==> src/rtl/sram_port_arbiter_if.sv <==
// Requester-side and SRAM-controller-side signals of the two-port SRAM arbiter.
// The arbiter uses the slave modport; requesters and the controller model sit on master.
interface sram_port_arbiter_if #(
    parameter int unsigned ADDR_W = 32
);
    logic              p0_rd_en;
    logic              p0_wr_en;
    logic [ADDR_W-1:0] p0_address;
    logic [31:0]       p0_wdata;
    logic [63:0]       p0_rdata;
    logic              p0_ready;
    logic              p1_rd_en;
    logic [ADDR_W-1:0] p1_address;
    logic [63:0]       p1_rdata;
    logic              p1_ready;
    logic              sram_rd_en;
    logic              sram_wr_en;
    logic [ADDR_W-1:0] sram_address;
    logic [31:0]       sram_wdata;
    logic [63:0]       sram_rdata;
    logic              sram_ready;
    logic              grant;
    logic              timeout_err;

    modport slave (
        input  p0_rd_en, p0_wr_en, p0_address, p0_wdata,
        input  p1_rd_en, p1_address,
        input  sram_rdata, sram_ready,
        output p0_rdata, p0_ready, p1_rdata, p1_ready,
        output sram_rd_en, sram_wr_en, sram_address, sram_wdata,
        output grant, timeout_err
    );

    modport master (
        output p0_rd_en, p0_wr_en, p0_address, p0_wdata,
        output p1_rd_en, p1_address,
        output sram_rdata, sram_ready,
        input  p0_rdata, p0_ready, p1_rdata, p1_ready,
        input  sram_rd_en, sram_wr_en, sram_address, sram_wdata,
        input  grant, timeout_err
    );
endinterface

==> src/rtl/sram_port_arbiter.sv <==
// Round-robin arbiter between the data-cache port (0) and the fetch port (1) in front
// of a single SRAM controller, with a per-transaction watchdog.
module sram_port_arbiter #(
    parameter int unsigned ADDR_W  = 32,
    parameter int unsigned TIMEOUT = 15
) (
    input  logic               clk,
    input  logic               rst,
    sram_port_arbiter_if.slave bus
);
    localparam int unsigned CNT_W_RAW = $clog2(TIMEOUT + 1);
    localparam int unsigned CNT_W     = (CNT_W_RAW < 4) ? 4 : CNT_W_RAW;
    localparam logic [CNT_W-1:0] CNT_LAST = CNT_W'(TIMEOUT - 1);

    typedef enum logic [1:0] {
        IDLE = 2'd0,
        BUSY = 2'd1,
        DONE = 2'd2
    } state_e;

    state_e            state_q, state_d;
    logic              grant_q, grant_d;
    logic              ptr_q, ptr_d;
    logic              kind_wr_q, kind_wr_d;
    logic [ADDR_W-1:0] addr_q, addr_d;
    logic [31:0]       wdata_q, wdata_d;
    logic [CNT_W-1:0]  cnt_q, cnt_d;
    logic              rd_en_q, rd_en_d;
    logic              wr_en_q, wr_en_d;
    logic              p0_ready_q, p0_ready_d;
    logic              p1_ready_q, p1_ready_d;
    logic              tmo_q, tmo_d;
    logic [63:0]       p0_rdata_q, p0_rdata_d;
    logic [63:0]       p1_rdata_q, p1_rdata_d;

    logic req0, req1, win, wr_sel;

    assign req0 = bus.p0_rd_en | bus.p0_wr_en;
    assign req1 = bus.p1_rd_en;

    always_ff @(posedge clk or posedge rst) begin
        if (rst) begin
            state_q    <= IDLE;
            grant_q    <= 1'b0;
            ptr_q      <= 1'b0;
            kind_wr_q  <= 1'b0;
            addr_q     <= '0;
            wdata_q    <= '0;
            cnt_q      <= '0;
            rd_en_q    <= 1'b0;
            wr_en_q    <= 1'b0;
            p0_ready_q <= 1'b0;
            p1_ready_q <= 1'b0;
            tmo_q      <= 1'b0;
            p0_rdata_q <= '0;
            p1_rdata_q <= '0;
        end else begin
            state_q    <= state_d;
            grant_q    <= grant_d;
            ptr_q      <= ptr_d;
            kind_wr_q  <= kind_wr_d;
            addr_q     <= addr_d;
            wdata_q    <= wdata_d;
            cnt_q      <= cnt_d;
            rd_en_q    <= rd_en_d;
            wr_en_q    <= wr_en_d;
            p0_ready_q <= p0_ready_d;
            p1_ready_q <= p1_ready_d;
            tmo_q      <= tmo_d;
            p0_rdata_q <= p0_rdata_d;
            p1_rdata_q <= p1_rdata_d;
        end
    end

    // Enables and ready/abort pulses are computed one cycle ahead so every output is a flop.
    always_comb begin
        state_d    = state_q;
        grant_d    = grant_q;
        ptr_d      = ptr_q;
        kind_wr_d  = kind_wr_q;
        addr_d     = addr_q;
        wdata_d    = wdata_q;
        cnt_d      = cnt_q;
        rd_en_d    = 1'b0;
        wr_en_d    = 1'b0;
        p0_ready_d = 1'b0;
        p1_ready_d = 1'b0;
        tmo_d      = 1'b0;
        p0_rdata_d = p0_rdata_q;
        p1_rdata_d = p1_rdata_q;
        win        = 1'b0;
        wr_sel     = 1'b0;

        case (state_q)
            IDLE: begin
                if (req0 || req1) begin
                    win       = (req0 && req1) ? ptr_q : req1;
                    wr_sel    = !win && bus.p0_wr_en;
                    grant_d   = win;
                    kind_wr_d = wr_sel;
                    addr_d    = win ? bus.p1_address : bus.p0_address;
                    wdata_d   = win ? wdata_q : bus.p0_wdata;
                    cnt_d     = '0;
                    rd_en_d   = !wr_sel;
                    wr_en_d   = wr_sel;
                    state_d   = BUSY;
                end
            end
            BUSY: begin
                cnt_d   = cnt_q + 1'b1;
                rd_en_d = !kind_wr_q;
                wr_en_d = kind_wr_q;
                // The controller's ready is still high from idle during the first BUSY cycle.
                if ((cnt_q != '0) && bus.sram_ready) begin
                    if (!kind_wr_q) begin
                        if (grant_q) p1_rdata_d = bus.sram_rdata;
                        else         p0_rdata_d = bus.sram_rdata;
                    end
                    rd_en_d    = 1'b0;
                    wr_en_d    = 1'b0;
                    p0_ready_d = !grant_q;
                    p1_ready_d = grant_q;
                    state_d    = DONE;
                end else if (cnt_q == CNT_LAST) begin
                    rd_en_d    = 1'b0;
                    wr_en_d    = 1'b0;
                    p0_ready_d = !grant_q;
                    p1_ready_d = grant_q;
                    tmo_d      = 1'b1;
                    state_d    = DONE;
                end
            end
            DONE: begin
                ptr_d   = !grant_q;
                state_d = IDLE;
            end
            default: state_d = IDLE;
        endcase
    end

    assign bus.sram_rd_en   = rd_en_q;
    assign bus.sram_wr_en   = wr_en_q;
    assign bus.sram_address = addr_q;
    assign bus.sram_wdata   = wdata_q;
    assign bus.p0_ready     = p0_ready_q;
    assign bus.p1_ready     = p1_ready_q;
    assign bus.p0_rdata     = p0_rdata_q;
    assign bus.p1_rdata     = p1_rdata_q;
    assign bus.grant        = grant_q;
    assign bus.timeout_err  = tmo_q;
endmodule

==> src/flat_wrapper.sv <==
// flat-port wrapper written by rule: the top's interface ports become plain ports
module sram_port_arbiter_flat 
#(
    parameter int unsigned ADDR_W  = 32,
    parameter int unsigned TIMEOUT = 15
)
  (clk, rst, bus_p0_rd_en, bus_p0_wr_en, bus_p0_address, bus_p0_wdata, bus_p1_rd_en, bus_p1_address, bus_sram_rdata, bus_sram_ready, bus_p0_rdata, bus_p0_ready, bus_p1_rdata, bus_p1_ready, bus_sram_rd_en, bus_sram_wr_en, bus_sram_address, bus_sram_wdata, bus_grant, bus_timeout_err);
  sram_port_arbiter_if #(.ADDR_W(ADDR_W)) bus_i ();
  input  logic clk;
  input  logic rst;
  input wire logic [$bits(bus_i.p0_rd_en)-1:0] bus_p0_rd_en;
  input wire logic [$bits(bus_i.p0_wr_en)-1:0] bus_p0_wr_en;
  input wire logic [$bits(bus_i.p0_address)-1:0] bus_p0_address;
  input wire logic [$bits(bus_i.p0_wdata)-1:0] bus_p0_wdata;
  input wire logic [$bits(bus_i.p1_rd_en)-1:0] bus_p1_rd_en;
  input wire logic [$bits(bus_i.p1_address)-1:0] bus_p1_address;
  input wire logic [$bits(bus_i.sram_rdata)-1:0] bus_sram_rdata;
  input wire logic [$bits(bus_i.sram_ready)-1:0] bus_sram_ready;
  output wire logic [$bits(bus_i.p0_rdata)-1:0] bus_p0_rdata;
  output wire logic [$bits(bus_i.p0_ready)-1:0] bus_p0_ready;
  output wire logic [$bits(bus_i.p1_rdata)-1:0] bus_p1_rdata;
  output wire logic [$bits(bus_i.p1_ready)-1:0] bus_p1_ready;
  output wire logic [$bits(bus_i.sram_rd_en)-1:0] bus_sram_rd_en;
  output wire logic [$bits(bus_i.sram_wr_en)-1:0] bus_sram_wr_en;
  output wire logic [$bits(bus_i.sram_address)-1:0] bus_sram_address;
  output wire logic [$bits(bus_i.sram_wdata)-1:0] bus_sram_wdata;
  output wire logic [$bits(bus_i.grant)-1:0] bus_grant;
  output wire logic [$bits(bus_i.timeout_err)-1:0] bus_timeout_err;
  assign bus_i.p0_rd_en = bus_p0_rd_en;
  assign bus_i.p0_wr_en = bus_p0_wr_en;
  assign bus_i.p0_address = bus_p0_address;
  assign bus_i.p0_wdata = bus_p0_wdata;
  assign bus_i.p1_rd_en = bus_p1_rd_en;
  assign bus_i.p1_address = bus_p1_address;
  assign bus_i.sram_rdata = bus_sram_rdata;
  assign bus_i.sram_ready = bus_sram_ready;
  assign bus_p0_rdata = bus_i.p0_rdata;
  assign bus_p0_ready = bus_i.p0_ready;
  assign bus_p1_rdata = bus_i.p1_rdata;
  assign bus_p1_ready = bus_i.p1_ready;
  assign bus_sram_rd_en = bus_i.sram_rd_en;
  assign bus_sram_wr_en = bus_i.sram_wr_en;
  assign bus_sram_address = bus_i.sram_address;
  assign bus_sram_wdata = bus_i.sram_wdata;
  assign bus_grant = bus_i.grant;
  assign bus_timeout_err = bus_i.timeout_err;
  sram_port_arbiter #(.ADDR_W(ADDR_W), .TIMEOUT(TIMEOUT)) u_core (.clk(clk), .rst(rst), .bus(bus_i));
endmodule
==> config.mk <==
export PLATFORM = sky130hd
export DESIGN_NAME = sram_port_arbiter_flat
export DESIGN_NICKNAME = d
export VERILOG_FILES = /design/src/rtl/sram_port_arbiter_if.sv /design/src/rtl/sram_port_arbiter.sv /design/src/flat_wrapper.sv
export SDC_FILE = /design/constraint.sdc
export NUM_CORES = 1
export LEC_CHECK = 0
export ABC_AREA = 1
export CAP_MARGIN = 20
export CORE_MARGIN = 1.5
export CORE_UTILIZATION = 39
export CTS_CLUSTER_DIAMETER = 100
export DETAILED_ROUTE_END_ITERATION = 6
export GPL_ROUTABILITY_DRIVEN = 0
export MAX_ROUTING_LAYER = met4
export PLACE_DENSITY_LB_ADDON = 0.25
export SYNTH_ARGS = -nofsm -noshare
export SYNTH_HDL_FRONTEND = slang
export SYNTH_SLANG_ARGS = --single-unit
==> constraint.sdc <==
create_clock -name clk -period 6.4 [get_ports clk]
set_input_delay 0.96 -clock clk [delete_from_list [all_inputs] [get_ports clk]]
set_output_delay 0.96 -clock clk [all_outputs]
set_load 0.1 [all_outputs]
==> run summary <==
Crit-path slowest cell - clkdlybuf4s50_1
WP buf/inv - 1
Ys Warns - 0
Die X - 151 microns
Synth cell types - 24
Final Setup Violations - 0
DP HPWL - 18100 microns
multi-input logic area - 0.00295 sq mm
Max-Slew Margin vs Limit - 0.272
DR vias/cell - 5.04
CP Launch Type - flip-flop
CP max FO - 6
FF+latch area - 0.00515 sq mm
Setup TNS - 0 ns
Syn Area/Cell - 9.00 sq um
Starting DRT DRC Count - 360
Max Cap Viol - 0
Crit. End Element - output pin
CTS tree - built
Hold Vio Cnt, Final - 0
sequential cell area fraction in the yosys report - 0.602
Post-DRT Antenna Nets - 0
period utilisation layout - 0.504
worst slew pin tran - 1.09 ns
Port Buffers - 363
WP data required - 5.44 ns
Max Freq - 0.310 GHz
Vias - 7958
Top Family by Delay on Critical Path - buffers and inverters
fill count - 1887
Yosys reg bits - 206
Hold Crit Class - reg2reg
CTS resizes - 0
CTS clock-pin slew for the worst setup and hold paths - 0.06 ns
root buffer cell - clkbuf_16
post-synth top area cell - dfrtp_1
wire per inst - 17.0 microns
synthesized netlist cell count - 952
drt first pass iters - 5
final wirelength - 26800 microns
Remaining Overflow, GRT - 0
syn nets - 1121
die height - 151 microns
nets - 1453
Fin Hold WS - 0.465 ns
CTS H-tree depth - 1
outcome - completed
crit path DAT - 2.26 ns
FF-to-FF setup slack - 3.56 ns
Core Footprint - 0.0217 sq mm
Residual DRC - 0
# IOs - 364
clk_skew - 0.0138 ns
clk sink count - 206
top cells by area, synth - dfrtp_1, nand2_1, nand3_1
Starting Density - 0.395
Yosys top cell area share - 0.602
Num CTS Buffers - 23
synthesized area - 0.00857 sq mm
layout cells sized above 1 - 0.0454
crit-path cells - clkdlybuf4s50_1
CP max stage delay - 1.27 ns
maximum clock path buffer count - 3
RSZ-0062 raised after global routing - no
fin crit period - 3.22 ns
Skew-Pair Late Insertion Delay - 0.50 ns
antenna violations before repair - 0
die area - 0.0229 sq mm
Total GRT Usage - 0.233
Post-CTS Setup Repair Bufs - 0
Slew Viols, Final - 0
cts hold-fix bufs - 0
vias in the first global route - 7566
critical path type - reg2out
first-pass GRT wire length - 40800 microns
# diodes - 0
largest net degree at the start of global routing - 102
# rows - 54
Layout area overhead - 52.1%
stage by stage:
step / utilization / worst slack [ns] / instance area (sq um) / instances
3_5_place_dp: 0.567 / 2.85 / 12300 / 1539
2_1_floorplan: - / 2.77 / 8570 / 952
3_3_place_gp: 0.565 / 2.92 / 12300 / 1537
6_report: 0.601 / 3.18 / 13000 / 1579
5_1_grt: 0.601 / 3.10 / 13000 / 1579
4_1_cts: 0.601 / 3.12 / 13000 / 1579
placed cells by master (no fill, tap or decap), types with 2 or more instances in the layout:
master | Yosys | final
clkbuf_16 | 0 | 23
clkdlybuf4s50_1 | 0 | 363
nand2_2 | 3 | 4
dfrtp_1 | 206 | 206
clkbuf_1 | 15 | 8
clkbuf_8 | 0 | 5
o21ai_0 | 4 | 4
a21oi_1 | 2 | 2
nand4_1 | 34 | 34
clkinv_2 | 0 | 2
inv_1 | 11 | 10
buf_16 | 0 | 2
nor2_4 | 1 | 3
nor2_1 | 6 | 5
nand3_1 | 227 | 227
nand2_1 | 375 | 374
ha_1 | 3 | 3
buf_4 | 5 | 11
worst min-delay path: cells and delay by family, from the launching register on:
family           cells  cell delay, ns
and+or+nand+nor      2            0.09
DFF                  1            0.34
layout make-up:
cell class,count,area share
Multi-Input combinational cell,663,0.227
Timing Repair Buffer,377,0.291
Tap cell,280,0.0269
Clock buffer,36,0.0518
Sequential cell,206,0.396
Inverter,13,0.00423
Clock inverter,4,0.00375
layer usage:
layer / vias up / track usage / wire, microns / part of all wire
met5: - / - / 0 / 0
met1: 3800 / 0.286 / 10600 / 0.39
met3: 45 / 0.0569 / 2450 / 0.091
met2: 325 / 0.387 / 13200 / 0.49
li1: 3788 / - / - / -
met4: 0 / 0.0539 / 541 / 0.020
flip-flops by register name, summed over array words and instances (netlist names), 2 cells and up:
name                     count
u_core.cnt_q                 4
u_core.state_q               2
u_core.bus.sram_address     32
u_core.bus.sram_wdata       32
u_core.bus.p1_rdata         64
u_core.bus.p0_rdata         64
worst paths after layout:
check | cells past startpoint | start | endpoint
worst min register to register | 2 | u_core.bus.p1_rdata[52] | u_core.bus.p1_rdata[52]
min in group asynchronous | 2 | rst | u_core.bus.sram_wdata[0]
worst max-delay path | 1 | u_core.bus.grant | bus_grant
worst max register to register | 10 | u_core.cnt_q[0] | u_core.bus.p0_rdata[54]
worst min-delay path | 2 | u_core.bus.p1_rdata[52] | u_core.bus.p1_rdata[52]
max in group asynchronous | 3 | rst | u_core.bus.p1_rdata[21]
synthesized netlist by cell type (all sizes together):
library cell and instances:
a21oi 3, a31oi 1, buf 55, clkbuf 15, dfrtp 206, ha 3, inv 13, nand2 378
nand3 227, nand4 34, nor2 9, nor3 1, o21ai 6, xor2 1
cell families (layout without fill, tap and decap cells):
group                      count (synthesis)  after routing  synth area share
AOI/OAI and AO/OA                         10             10           0.00687
DFF                                      206            206             0.602
xor gates and xnor gates                   1              1           0.00102
and+or+nand+nor                          649            649             0.330
adders and majority gates                  3              3           0.00438
buffers and inverters                     83            430            0.0559
Power is not shown: default switching activity piles up to over one toggle a cycle in this logic, so the estimate is an artifact.
